--- src/rtl/alu_op_dispatcher_pkg.sv ---
// Shared opcodes and command layout for the ALU issue stage.
// A command is packed as {op, a, b}, so op sits in the top two bits.
package alu_dispatch_pkg;

  localparam logic [1:0] OP_MUL = 2'd0;
  localparam logic [1:0] OP_ADD = 2'd1;
  localparam logic [1:0] OP_DIV = 2'd2;
  localparam logic [1:0] OP_SUB = 2'd3;

  localparam int OP_W = 2;

  function automatic int cmd_width(input int w);
    return OP_W + 2 * w;
  endfunction

endpackage

--- src/rtl/alu_op_dispatcher_fifo.sv ---
// Synchronous command FIFO with occupancy count; a push is ignored while full and a pop while empty.
// Pointers wrap naturally because DEPTH is a power of two.
module cmd_fifo
  import alu_dispatch_pkg::*;
#(
  parameter int DEPTH = 4,
  parameter int WIDTH = 10
) (
  input  logic                     clk,
  input  logic                     rst,
  input  logic                     push,
  input  logic                     pop,
  input  logic [WIDTH-1:0]         wdata,
  output logic [WIDTH-1:0]         rdata,
  output logic                     full,
  output logic                     empty,
  output logic [$clog2(DEPTH):0]   level
);

  localparam int AW = $clog2(DEPTH);

  logic [WIDTH-1:0] mem_q [DEPTH];
  logic [WIDTH-1:0] mem_d [DEPTH];
  logic [AW-1:0]    wr_ptr_q, wr_ptr_d;
  logic [AW-1:0]    rd_ptr_q, rd_ptr_d;
  logic [AW:0]      level_q, level_d;
  logic             do_push, do_pop;

  assign full  = (level_q == (AW+1)'(DEPTH));
  assign empty = (level_q == '0);
  assign rdata = mem_q[rd_ptr_q];
  assign level = level_q;

  always_comb begin
    do_push  = push && !full;
    do_pop   = pop && !empty;
    mem_d    = mem_q;
    wr_ptr_d = wr_ptr_q;
    rd_ptr_d = rd_ptr_q;
    level_d  = level_q;
    if (do_push) begin
      mem_d[wr_ptr_q] = wdata;
      wr_ptr_d        = wr_ptr_q + AW'(1);
    end
    if (do_pop) begin
      rd_ptr_d = rd_ptr_q + AW'(1);
    end
    case ({do_push, do_pop})
      2'b10:   level_d = level_q + (AW+1)'(1);
      2'b01:   level_d = level_q - (AW+1)'(1);
      default: level_d = level_q;
    endcase
  end

  always_ff @(posedge clk or negedge rst) begin
    if (!rst) begin
      for (int i = 0; i < DEPTH; i++) begin
        mem_q[i] <= '0;
      end
      wr_ptr_q <= '0;
      rd_ptr_q <= '0;
      level_q  <= '0;
    end else begin
      mem_q    <= mem_d;
      wr_ptr_q <= wr_ptr_d;
      rd_ptr_q <= rd_ptr_d;
      level_q  <= level_d;
    end
  end

endmodule

--- src/rtl/alu_op_dispatcher.sv ---
// Issue stage for the operand-isolated ALU: buffers commands, issues one per cycle as
// registered operands plus a one-hot select, drops divide-by-zero and flags result validity.
module alu_op_dispatcher
  import alu_dispatch_pkg::*;
#(
  parameter int DEPTH = 4,
  parameter int W     = 4
) (
  input  logic                     clk,
  input  logic                     rst,
  input  logic                     cmd_valid,
  output logic                     cmd_ready,
  input  logic [1:0]               cmd_op,
  input  logic [W-1:0]             cmd_a,
  input  logic [W-1:0]             cmd_b,
  input  logic                     stall,
  output logic [W-1:0]             a,
  output logic [W-1:0]             b,
  output logic                     sel1,
  output logic                     sel2,
  output logic                     sel3,
  output logic                     sel4,
  output logic                     res_valid,
  output logic                     div_err,
  output logic [$clog2(DEPTH):0]   fifo_level
);

  localparam int CW = cmd_width(W);

  logic [CW-1:0] wdata, rdata;
  logic          full, empty;
  logic          push, pop, div_zero, issue;
  logic [1:0]    head_op;
  logic [W-1:0]  head_a, head_b;

  logic [W-1:0]  a_q, a_d;
  logic [W-1:0]  b_q, b_d;
  logic [3:0]    sel_q, sel_d;
  logic          res_valid_q, res_valid_d;
  logic          div_err_q, div_err_d;

  // Ready is forced low while reset is held so nothing is accepted into a FIFO being cleared.
  assign cmd_ready = rst && !full;
  assign push      = cmd_valid && cmd_ready;
  assign wdata     = {cmd_op, cmd_a, cmd_b};

  cmd_fifo #(
    .DEPTH (DEPTH),
    .WIDTH (CW)
  ) u_fifo (
    .clk   (clk),
    .rst   (rst),
    .push  (push),
    .pop   (pop),
    .wdata (wdata),
    .rdata (rdata),
    .full  (full),
    .empty (empty),
    .level (fifo_level)
  );

  assign head_op = rdata[CW-1 -: OP_W];
  assign head_a  = rdata[2*W-1 -: W];
  assign head_b  = rdata[W-1:0];

  always_comb begin
    pop         = !empty && !stall;
    div_zero    = (head_op == OP_DIV) && (head_b == '0);
    issue       = pop && !div_zero;
    sel_d       = 4'b0000;
    a_d         = '0;
    b_d         = '0;
    res_valid_d = |sel_q;
    div_err_d   = pop && div_zero;
    if (issue) begin
      a_d = head_a;
      b_d = head_b;
      case (head_op)
        OP_MUL:  sel_d = 4'b0001;
        OP_ADD:  sel_d = 4'b0010;
        OP_DIV:  sel_d = 4'b0100;
        OP_SUB:  sel_d = 4'b1000;
        default: sel_d = 4'b0000;
      endcase
    end
  end

  always_ff @(posedge clk or negedge rst) begin
    if (!rst) begin
      a_q         <= '0;
      b_q         <= '0;
      sel_q       <= 4'b0000;
      res_valid_q <= 1'b0;
      div_err_q   <= 1'b0;
    end else begin
      a_q         <= a_d;
      b_q         <= b_d;
      sel_q       <= sel_d;
      res_valid_q <= res_valid_d;
      div_err_q   <= div_err_d;
    end
  end

  assign a         = a_q;
  assign b         = b_q;
  assign sel1      = sel_q[0];
  assign sel2      = sel_q[1];
  assign sel3      = sel_q[2];
  assign sel4      = sel_q[3];
  assign res_valid = res_valid_q;
  assign div_err   = div_err_q;

endmodule

--- config.mk ---
export PLATFORM = sky130hd
export DESIGN_NAME = alu_op_dispatcher
export DESIGN_NICKNAME = d
export VERILOG_FILES = /design/src/rtl/alu_op_dispatcher_pkg.sv /design/src/rtl/alu_op_dispatcher_fifo.sv /design/src/rtl/alu_op_dispatcher.sv
export SDC_FILE = /design/constraint.sdc
export NUM_CORES = 1
export LEC_CHECK = 0
export CAP_MARGIN = 20
export CORE_AREA = 2 2 137 72
export CTS_BUF_LIST = sky130_fd_sc_hd__clkbuf_8
export DETAILED_ROUTE_END_ITERATION = 16
export DIE_AREA = 0 0 139 74
export GPL_TIMING_DRIVEN = 0
export MAX_ROUTING_LAYER = met4
export SYNTH_ARGS = -nofsm -noshare
export SYNTH_HDL_FRONTEND = slang
export SYNTH_SLANG_ARGS = --single-unit
--- constraint.sdc ---
create_clock -name clk -period 2.8 [get_ports clk]
set_input_delay 0.56 -clock clk [delete_from_list [all_inputs] [get_ports clk]]
set_output_delay 0.56 -clock clk [all_outputs]
set_load 0.01 [all_outputs]
=== Yosys cells after proc, flatten, opt, wreduce, memory -nomap -nowiden ===
Index checks and enable logic that the tools add are counted.

* Register bits after elaboration: 61
* Bits of input ports: 14
* Word-level logic and storage cells: 56

* Add/sub/neg operators: 4
* Order comparisons: 3
* Eq/ne operators: 6
* Mux-type cells: 11
* Bitwise logic cells: 2
* Reduce and logical (&&, ||, !) cells: 18

{| class="wikitable"
|+ Operator list
! cell !! count
|-
| bitwise mux 40 bit || 1
|-
| 2-to-1 mux 10 bit || 3
|-
| binary-select mux 10 bit (select 2 bit) || 1
|-
| demux 10 bit (select 2 bit) || 1
|-
| case mux 4 bit (4 select lines) || 1
|-
| 2-to-1 mux 4 bit || 3
|-
| logical AND 1 bit || 9
|-
| equality test 2 bit, second input constant || 3
|-
| greater-or-equal comparator 3 bit, second input constant || 2
|-
| inverter 2 -> 3 bit || 2
|-
| case mux 3 bit (2 select lines) || 1
|-
| adder 2 x 1 -> 2 bit, second input constant || 2
|-
| equality test 2 x 1 -> 1 bit, second input constant || 2
|-
| logical NOT 1 bit || 4
|-
| logical NOT 4 bit || 1
|-
| OR reduction 4 bit || 1
|-
| adder 3 x 1 -> 3 bit, second input constant || 1
|-
| equality test 3 bit, second input constant || 1
|-
| logical NOT 3 bit || 1
|-
| less-than comparator 3 x 1 -> 1 bit, second input constant || 1
|-
| subtractor 3 x 1 -> 3 bit, second input constant || 1
|-
| logical NOT 2 bit || 1
|-
| nonzero test 2 bit || 1
|}

=== Logic depth before layout (Yosys ltp) ===
Gate-level depths: netlist of run 1.

* Depth in word-level cells: 9
* Mapped depth: 10

=== Modules after synthesis ===
Synthesis of run 1 repeated with hierarchy kept, for this count alone.

* Cell total of the unflattened synthesis: 169
* Area total of the unflattened synthesis: 2,643.8 um2

{| class="wikitable"
|+ By module, submodules not included
! module !! instances !! cells an instance !! area an instance (um2) !! sequential area each (um2)
|-
| cmd_fifo || 1 || 132 || 2,119.5 || 1,176.1
|-
| alu_op_dispatcher || 1 || 37 || 524.3 || 350.3
|}

=== Least setup slack after synthesis of run 1 ===
OpenSTA, ideal clock, no wires.

* Path type: reg2reg
* Start point: reg u_fifo.level_q[0] (netlist: u_fifo.level[0])
* End point: reg u_fifo.level_q[2] (netlist: u_fifo.level[2])
* Library setup time: 0.079 ns
* Arrival time: 2.120 ns
* Required time: 2.721 ns
* Path slack: 0.601 ns
* Stages on the path, launching flop included: 10
* Path buffers: 1
* Cells stage by stage: dfrtp_1 -> or3b_1 -> clkbuf_1 -> nand3_1 -> ha_1 -> inv_1 -> fa_1 -> xor2_1 -> nor2_1 -> xor2_1

* Cells in the longest elaborated chain, start to end: 7
* Elaborated cells between the ends (all ways): 15

{| class="wikitable"
|+ RTL lines
! what !! RTL line !! source
|-
| start, declared || alu_op_dispatcher_fifo.sv:26 || <nowiki>logic [AW:0] level_q, level_d;</nowiki>
|-
| start signal, assigned || alu_op_dispatcher_fifo.sv:67 || <nowiki>level_q <= level_d;</nowiki>
|-
| equality test 3 bit || alu_op_dispatcher_fifo.sv:29 || <nowiki>assign full = (level_q == (AW+1)'(DEPTH));</nowiki>
|-
| logical NOT 1 bit || alu_op_dispatcher_fifo.sv:35, alu_op_dispatcher.sv:43 ||
|-
| logical AND 1 bit || alu_op_dispatcher.sv:43 || <nowiki>assign cmd_ready = rst && !full;</nowiki>
|-
| logical AND 1 bit || alu_op_dispatcher.sv:44 || <nowiki>assign push = cmd_valid && cmd_ready;</nowiki>
|-
| logical AND 1 bit || alu_op_dispatcher_fifo.sv:35 || <nowiki>do_push = push && !full;</nowiki>
|-
| equality test 2 x 1 -> 1 bit or equality test 2 bit (tied branches) || alu_op_dispatcher_fifo.sv:48 || <nowiki>case ({do_push, do_pop})</nowiki>
|-
| case mux 3 bit (2 select lines) or nonzero test 2 bit (tied branches) || -- ||
|}

Parallel ways exist; a longest one is shown, timed or not.
A chain may end at the register's enable or synchronous reset.

=== Worst setup path after layout of run 1 ===
* Start point: in rst
* End point: out cmd_ready

* Cells in the longest elaborated chain, start to end: 1

{| class="wikitable"
|+ RTL lines
! what !! RTL line !! source
|-
| start, declared || alu_op_dispatcher.sv:10 || <nowiki>input logic rst,</nowiki>
|-
| logical AND 1 bit || alu_op_dispatcher.sv:43 ||
|-
| end, declared || alu_op_dispatcher.sv:12 || <nowiki>output logic cmd_ready,</nowiki>
|}

Every way passes these cells.

==> qor.csv, run 1 <==
stage,metric,value,unit
grt,antenna_found_initial,0,
cts,cts_tree,done,
worst_setup_path,cp.arrival,2.07,ns
detailed_routing,routedWlPerCell,15.53,µm
sta,drv_slew,0,
sta,finalHoldViolations,0,
cts,hold_buffers,0,
worst_setup_path,max_stage_delay,0.53,ns
sta,grt_setup_unrepaired,no,
detailed_routing,vias,1490,
die,start_util,29.23,%
worst_hold_path,hold_class,in -> async,
sta,slew_headroom,60.11,%
worst_setup_path,rr_worst_depth,9,
power_and_ir_drop,leakagePower,1.453,nW
placed_design,gp_congestion,0.7536,
power_and_ir_drop,p_sw_share,31.94,%
detailed_routing,firstDrtPassIters,4,
detailed_routing,wirelength,5217,µm
final_layout,fillers,888,
sta,worst_slew_pin_slew,0.5983,ns
synthesis,avgSynthCellArea,15.89,µm²
grt,globalRouteTotalUtil,12.13,%
detailed_routing,viasPerCell,4.435,
synthesis,syn_area,0.002670,mm²
grt,grt_max_degree,35,
cts,cts_buffer_depth,2,
detailed_routing,wl_met2,1909,µm
sta,min_period,2.628,ns
detailed_routing,wl_met3,293,µm
sta,finalSetupViolations,0,
cts,cts_sinks,61,
worst_setup_path,cp_slowest_cell,clkdlybuf4s50_1,
worst_setup_path,crit_buf_inv,4,
final_layout,drive_above_1_share,32.56,%
worst_setup_path,path_max_fanout,34,
final_layout,diodes,0,
die,core-area,0.009134,mm²
die,row_count,25,
sta,period_share,93.87,%
sta,whs,0.07274,ns
worst_setup_path,cp_top_family,buffers and inverters,
grt,grt.overflow.total,0,
worst_setup_path,critPathRequiredTime,2.24,ns
power_and_ir_drop,peakVddDrop,0.3784,mV
power_and_ir_drop,combPwrFrac,39.9,%
synthesis,synth-edff-count,0,
synthesis,synthCells,168,
sta,max_freq,380.5,MHz
power_and_ir_drop,internal-power,2.573,mW
synthesis,ys_seq_elements,61,
grt,grt_pass1_vias,1499,
final_layout,nets,230,
final_layout,final_util,36.52,%
detailed_routing,m1WireLength,2944,µm
die,die-area,0.01029,mm²
sta,skew,0.01159,ns
synthesis,ys.warnings.count,0,
cts,clockRootBuffer,clkbuf_8,
synthesis,synth_ff_type,dfrtp_1,
cts,htreeDepth,3,
worst_setup_path,crit_type,in -> out,
power_and_ir_drop,power,3.781,mW
power_and_ir_drop,seqPwrFrac,40.1,%
detailed_routing,dr.first_iter.drc_count,27,
detailed_routing,drc_errors,0,
worst_setup_path,path_cells,buf_6 > buf_12 > buf_1 > and2_1 > clkdlybuf4s50_1,
status,status,"complete, no violations",
cts,clock_latency,0.35,ns
die,die_w,139,µm
worst_setup_path,r2r_slack,0.45,ns
synthesis,syn_nets,188,
worst_setup_path,cp-end-kind,output pin,
synthesis,synthArstFlopShare,100.0,%
placed_design,dpl.hpwl,3680,µm
worst_setup_path,rr_startpoint,u_fifo.level[0]$_DFFE_PN0P_,
placed_design,port-buffer-count,30,
worst_setup_path,worstReg2RegEnd,u_fifo.level[2]$_DFFE_PN0P_,
cts,clkTransAtPathRegs,0.07,ns
power_and_ir_drop,clkPwrFrac,20.1,%
power_and_ir_drop,power.density,1133,mW/mm²
die,dieHeight,74,µm
cts,cts_buffers,9,
detailed_routing,drt.antenna.violating_nets,0,
detailed_routing,highest_layer,met4,
job,cap_violations,0,
worst_setup_path,start_kind,input pin,
synthesis,ys_types,30,
die,ios,32,
final_layout,area.growth.synth_to_final,24.93,%
power_and_ir_drop,power.switching,1.208,mW
grt,grt_pass1_wl,8597,µm
synthesis,yosysSeqAreaShare,57.17,%
-- routing by layer --
| metal | track usage (%) | vias to the layer above |
|---|---|---|
| met4 | 4.377 | 0 |
| met5 | - | - |
| li1 | - | 698 |
| met1 | 17.38 | 752 |
| met3 | 5.795 | 7 |
| met2 | 14.29 | 33 |
-- power by group through the flow --
stage          clock network (mW)  logic [mW]  registers, mW
4_1_cts                     0.795        1.53           1.51
2_1_floorplan                   0        1.02           1.50
3_3_place_gp                    0        1.49           1.52
5_1_grt                     0.836        1.65           1.56
6_report                    0.758        1.51           1.51
3_5_place_dp                    0        1.52           1.53
-- layout by cell type, fill, tap and decap left out, types with 3 or more instances in the layout --
master           instances
clkdlybuf4s50_1         29
inv_1                   12
nand4_2                  4
mux4_2                   4
mux2_2                  41
clkbuf_1                 3
xnor2_1                  4
and2_1                   4
a211oi_1                 4
dfrtp_1                 61
ha_1                     5
mux4_1                   6
clkbuf_8                10
-- how the worst max path moves through the flow --
stage	start	depth (start not counted)	end
floorplan	u_fifo.level[0]$_DFFE_PN0P_	9	u_fifo.level[2]$_DFFE_PN0P_
global placement	rst	4	cmd_ready
detailed placement	rst	5	cmd_ready
CTS	rst	5	cmd_ready
global route	rst	5	cmd_ready
finish	rst	5	cmd_ready
-- metrics by stage --
stage,area [µm²],instances,worst slack [ns],setup TNS (ns)
3_5_place_dp,3137,320,-0.1937,-0.4387
2_1_floorplan,2670,168,0.6011,0
4_1_cts,3332,336,0.02498,0
5_1_grt,3336,336,0.05462,0
3_3_place_gp,3122,319,-1.883,-123.74
6_report,3336,336,0.1717,0
-- logic make-up (layout without fill, tap and decap cells) --
logic type                 count (synthesis)  in the layout  synth area share, %
and+or+nand+nor                           23             23                7.123
xor gates and xnor gates                   6              6                1.968
muxes                                     52             52                26.94
DFF                                       61             61                57.17
buffers and inverters                     16             63                2.577
adders and majority gates                  6              6                3.093
AOI/OAI and AO/OA                          4              4                1.125
-- final cells by class --
cell class / count / area, µm² / area share [%]
flip-flops and latches: 61 / 1526 / 45.76
multi-input cells: 91 / 1075 / 32.22
repair buffers: 31 / 321.6 / 9.640
well taps: 121 / 151.4 / 4.539
clock buffers: 10 / 137.6 / 4.126
clock inverters: 6 / 55.05 / 1.650
inverters: 10 / 37.54 / 1.125
plain buffers: 6 / 31.28 / 0.9377
-- synthesized netlist by cell type, types with 2 or more instances --
cell	count	area, µm²
a211oi_1	4	30.03
nor3b_1	2	15.01
mux4_2	4	90.09
mux2_2	41	461.7
xor2_1	2	17.52
and2_1	4	25.02
ha_1	5	62.56
dfrtp_1	61	1526
clkbuf_1	3	11.26
nand4_2	4	50.05
xnor2_1	4	35.03
and3_1	2	12.51
inv_1	10	37.54
mux4_1	6	157.7
-- state kept, by name (all words and copies together) (netlist names) --
name	cells
u_fifo.mem_q	40
u_fifo.level	3
b	4
u_fifo.wr_ptr_q	2
res_valid	1
a	4
u_fifo.rd_ptr_q	2
sel_q	4
div_err	1
-- what timing repair did --
action                                  in CTS  in global routing
endpoints found under the setup margin       1                  1
gates cloned                                 0                  0
buffers inserted                             0                  0
gates resized for setup                      1                  1
Power figures use the tool's default switching activity.
==> run 2, diff against run 1 <==
--- a/config.mk
+++ b/config.mk
@@ -6,12 +6,15 @@
 export NUM_CORES = 1
 export LEC_CHECK = 0
 export CAP_MARGIN = 20
+export CELL_PAD_IN_SITES_DETAIL_PLACEMENT = 0
+export CELL_PAD_IN_SITES_GLOBAL_PLACEMENT = 2
 export CORE_AREA = 2 2 137 72
 export CTS_BUF_LIST = sky130_fd_sc_hd__clkbuf_8
 export DETAILED_ROUTE_END_ITERATION = 16
 export DIE_AREA = 0 0 139 74
 export GPL_TIMING_DRIVEN = 0
 export MAX_ROUTING_LAYER = met4
+export PLACE_DENSITY_LB_ADDON = 0.1
 export SYNTH_ARGS = -nofsm -noshare
 export SYNTH_HDL_FRONTEND = slang
 export SYNTH_SLANG_ARGS = --single-unit
==> qor.csv, run 2 (synthesis results as in run 1) <==
stage,metric,value,unit,change
cts,cts_buffers,9,,unchanged
sta,finalSetupViolations,0,,unchanged
detailed_routing,viasPerCell,4.515,,was 4.435
worst_setup_path,start_kind,register,,was input pin
final_layout,layout_commonest_cell,dfrtp_1,,unchanged
die,row_count,25,,unchanged
die,dieHeight,74,µm,unchanged
sta,whs,0.09476,ns,was 0.07274 ns
placed_design,dpl.hpwl,4040,µm,was 3680 µm
grt,grt.overflow.total,0,,unchanged
sta,max_freq,382.6,MHz,was 380.5 MHz
final_layout,drive_above_1_share,32.71,%,was 32.56%
power_and_ir_drop,power.density,1157,mW/mm²,was 1133 mW/mm²
power_and_ir_drop,leakagePower,1.462,nW,was 1.453 nW
final_layout,nets,229,,was 230
cts,cts_sinks,61,,unchanged
worst_setup_path,crit_type,reg -> out,,was in -> out
detailed_routing,drc_errors,0,,unchanged
sta,grt_setup_unrepaired,no,,unchanged
final_layout,area.growth.synth_to_final,25.40,%,was 24.93%
detailed_routing,vias,1517,,was 1490
worst_setup_path,critPathRequiredTime,2.24,ns,about the same
detailed_routing,drt.antenna.violating_nets,0,,unchanged
detailed_routing,firstDrtPassIters,4,,unchanged
placed_design,gp_congestion,0.7199,,was 0.7536
cts,cts_buffer_depth,2,,unchanged
die,start_util,29.23,%,unchanged
grt,grt_pass1_wl,9397,µm,was 8597 µm
die,core-area,0.009134,mm²,unchanged
placed_design,dpl.cell_count,320,,unchanged
grt,grt_max_degree,35,,unchanged
cts,htreeDepth,3,,unchanged
die,ios,32,,unchanged
sta,period_share,93.34,%,was 93.87%
detailed_routing,dr.first_iter.drc_count,55,,was 27
final_layout,multi_input_area,0.001075,mm²,unchanged
cts,hold_buffers,0,,unchanged
cts,clkTransAtPathRegs,0.06,ns,was 0.07 ns
final_layout,largest-register,u_fifo.mem_q,,unchanged
grt,globalRouteTotalUtil,13.33,%,was 12.13%
final_layout,stdcell_count,336,,unchanged
sta,finalHoldViolations,0,,unchanged
detailed_routing,routedWlPerCell,17.18,µm,was 15.53 µm
final_layout,seq_area,0.001526,mm²,unchanged
final_layout,fillers,883,,was 888
worst_setup_path,cp-end-kind,output pin,,unchanged
grt,grt_pass1_vias,1691,,was 1499
grt,antenna_found_initial,0,,unchanged
cts,clock_latency,0.35,ns,about the same
sta,worst_slew_pin_slew,0.6981,ns,was 0.5983 ns
job,cap_violations,0,,unchanged
power_and_ir_drop,power,3.875,mW,was 3.781 mW
worst_setup_path,cp.arrival,2.05,ns,was 2.07 ns
placed_design,place_area,0.003137,mm²,unchanged
cts,clockRootBuffer,clkbuf_8,,unchanged
status,status,"complete, no violations",,unchanged
power_and_ir_drop,peakVddDrop,0.4214,mV,was 0.3784 mV
sta,skew,0.008282,ns,was 0.01159 ns
placed_design,port-buffer-count,30,,unchanged
sta,finalSetupTns,0,ns,unchanged
worst_setup_path,path_max_fanout,6,,was 34
final_layout,largest_register_ffs,40,,unchanged
sta,slew_headroom,53.46,%,was 60.11%
sta,drv_slew,0,,unchanged
die,die-area,0.01029,mm²,unchanged
sta,min_period,2.614,ns,was 2.628 ns
die,die_w,139,µm,unchanged
worst_hold_path,hold_class,in -> async,,unchanged
final_layout,final_cell_area,0.003348,mm²,was 0.003336 mm²
final_layout,final_cell_mix,"61 x dfrtp_1, 41 x mux2_2, 29 x clkdlybuf4s50_1, 12 x inv_1, 9 x clkbuf_8",,"was 61 x dfrtp_1, 41 x mux2_2, 29 x clkdlybuf4s50_1, 12 x inv_1, 10 x clkbuf_8"
detailed_routing,wirelength,5771,µm,was 5217 µm
cts,cts_tree,done,,unchanged
## run 2: cell types whose count changed in the layout (fill, tap and decap cells not counted)
cell	before	now
clkinvlp_4	1	0
clkinv_2	2	3
buf_1	1	0
bufinv_16	1	2
clkbuf_8	10	9
diode_2	0	1
## run 2: timing repair
action	in CTS	in global routing
setup buffers	0	0
gates cloned	0	0
setup endpoints to repair	1	1
gates resized for setup	2	0
## run 2: metrics by stage
stage	util (%)	setup slack (ns)
floorplan	-	0.6011
global placement	34.18	-1.761
detailed placement	34.34	-0.3107
CTS	36.67	0.1079
global route	36.63	0.05469
finish	36.66	0.1865
## run 2: path summary, 6_finish.rpt
kind,cells past startpoint,endpoint,from,slack [ns]
setup / recovery,4,cmd_ready,u_fifo.level[0]$_DFFE_PN0P_,0.19
hold / removal,1,u_fifo.mem_q[0]$_DFFE_PN0P_,rst,0.09
setup reg to reg,9,u_fifo.level[2]$_DFFE_PN0P_,u_fifo.level[0]$_DFFE_PN0P_,0.33
hold reg to reg,1,res_valid$_DFF_PN0_,sel_q[2]$_DFF_PN0_,0.47
max in group asynchronous,2,b[2]$_DFF_PN0_,rst,2.22
min in group clk,1,res_valid$_DFF_PN0_,sel_q[2]$_DFF_PN0_,0.47
## run 2: cell type report
cell class | instances | share of cell area [%]
repair buffers | 31 | 9.604
diodes | 1 | 0.07474
multi-input cells | 91 | 32.10
plain buffers | 5 | 0.8221
inverters | 10 | 1.121
well taps | 121 | 4.522
clock inverters | 7 | 2.466
clock buffers | 9 | 3.700
flip-flops and latches | 61 | 45.59
## run 2: routing by layer
layer	up-vias	wire, µm	GRT usage, %
met5	-	0	-
met4	0	69	5.387
met1	785	2784	16.05
li1	693	-	-
met2	34	2638	20.14
met3	5	279	5.602
## run 2: worst max-delay path, cell delays in order (launching register included)
cell	delay, ns
dfrtp_1	0.43
or3b_1	0.41
clkbuf_1	0.20
and2_1	0.20
clkdlybuf4s50_1	0.47
## run 2: power breakdown
group	leakage, nW	switching (mW)	total (mW)	internal, mW
clock	0.115	0.335	0.824	0.489
sequential	0.750	0.215	1.51	1.30
combinational	0.597	0.685	1.54	0.853
total	1.46	1.23	3.87	2.64
==> run 3, diff against run 2 <==
--- a/config.mk
+++ b/config.mk
@@ -10,6 +10,7 @@
 export CELL_PAD_IN_SITES_GLOBAL_PLACEMENT = 2
 export CORE_AREA = 2 2 137 72
 export CTS_BUF_LIST = sky130_fd_sc_hd__clkbuf_8
+export CTS_CLUSTER_DIAMETER = 30
 export DETAILED_ROUTE_END_ITERATION = 16
 export DIE_AREA = 0 0 139 74
 export GPL_TIMING_DRIVEN = 0
==> results of run 3 <==
Final layout, timing and power as in run 2 (identical DEF).
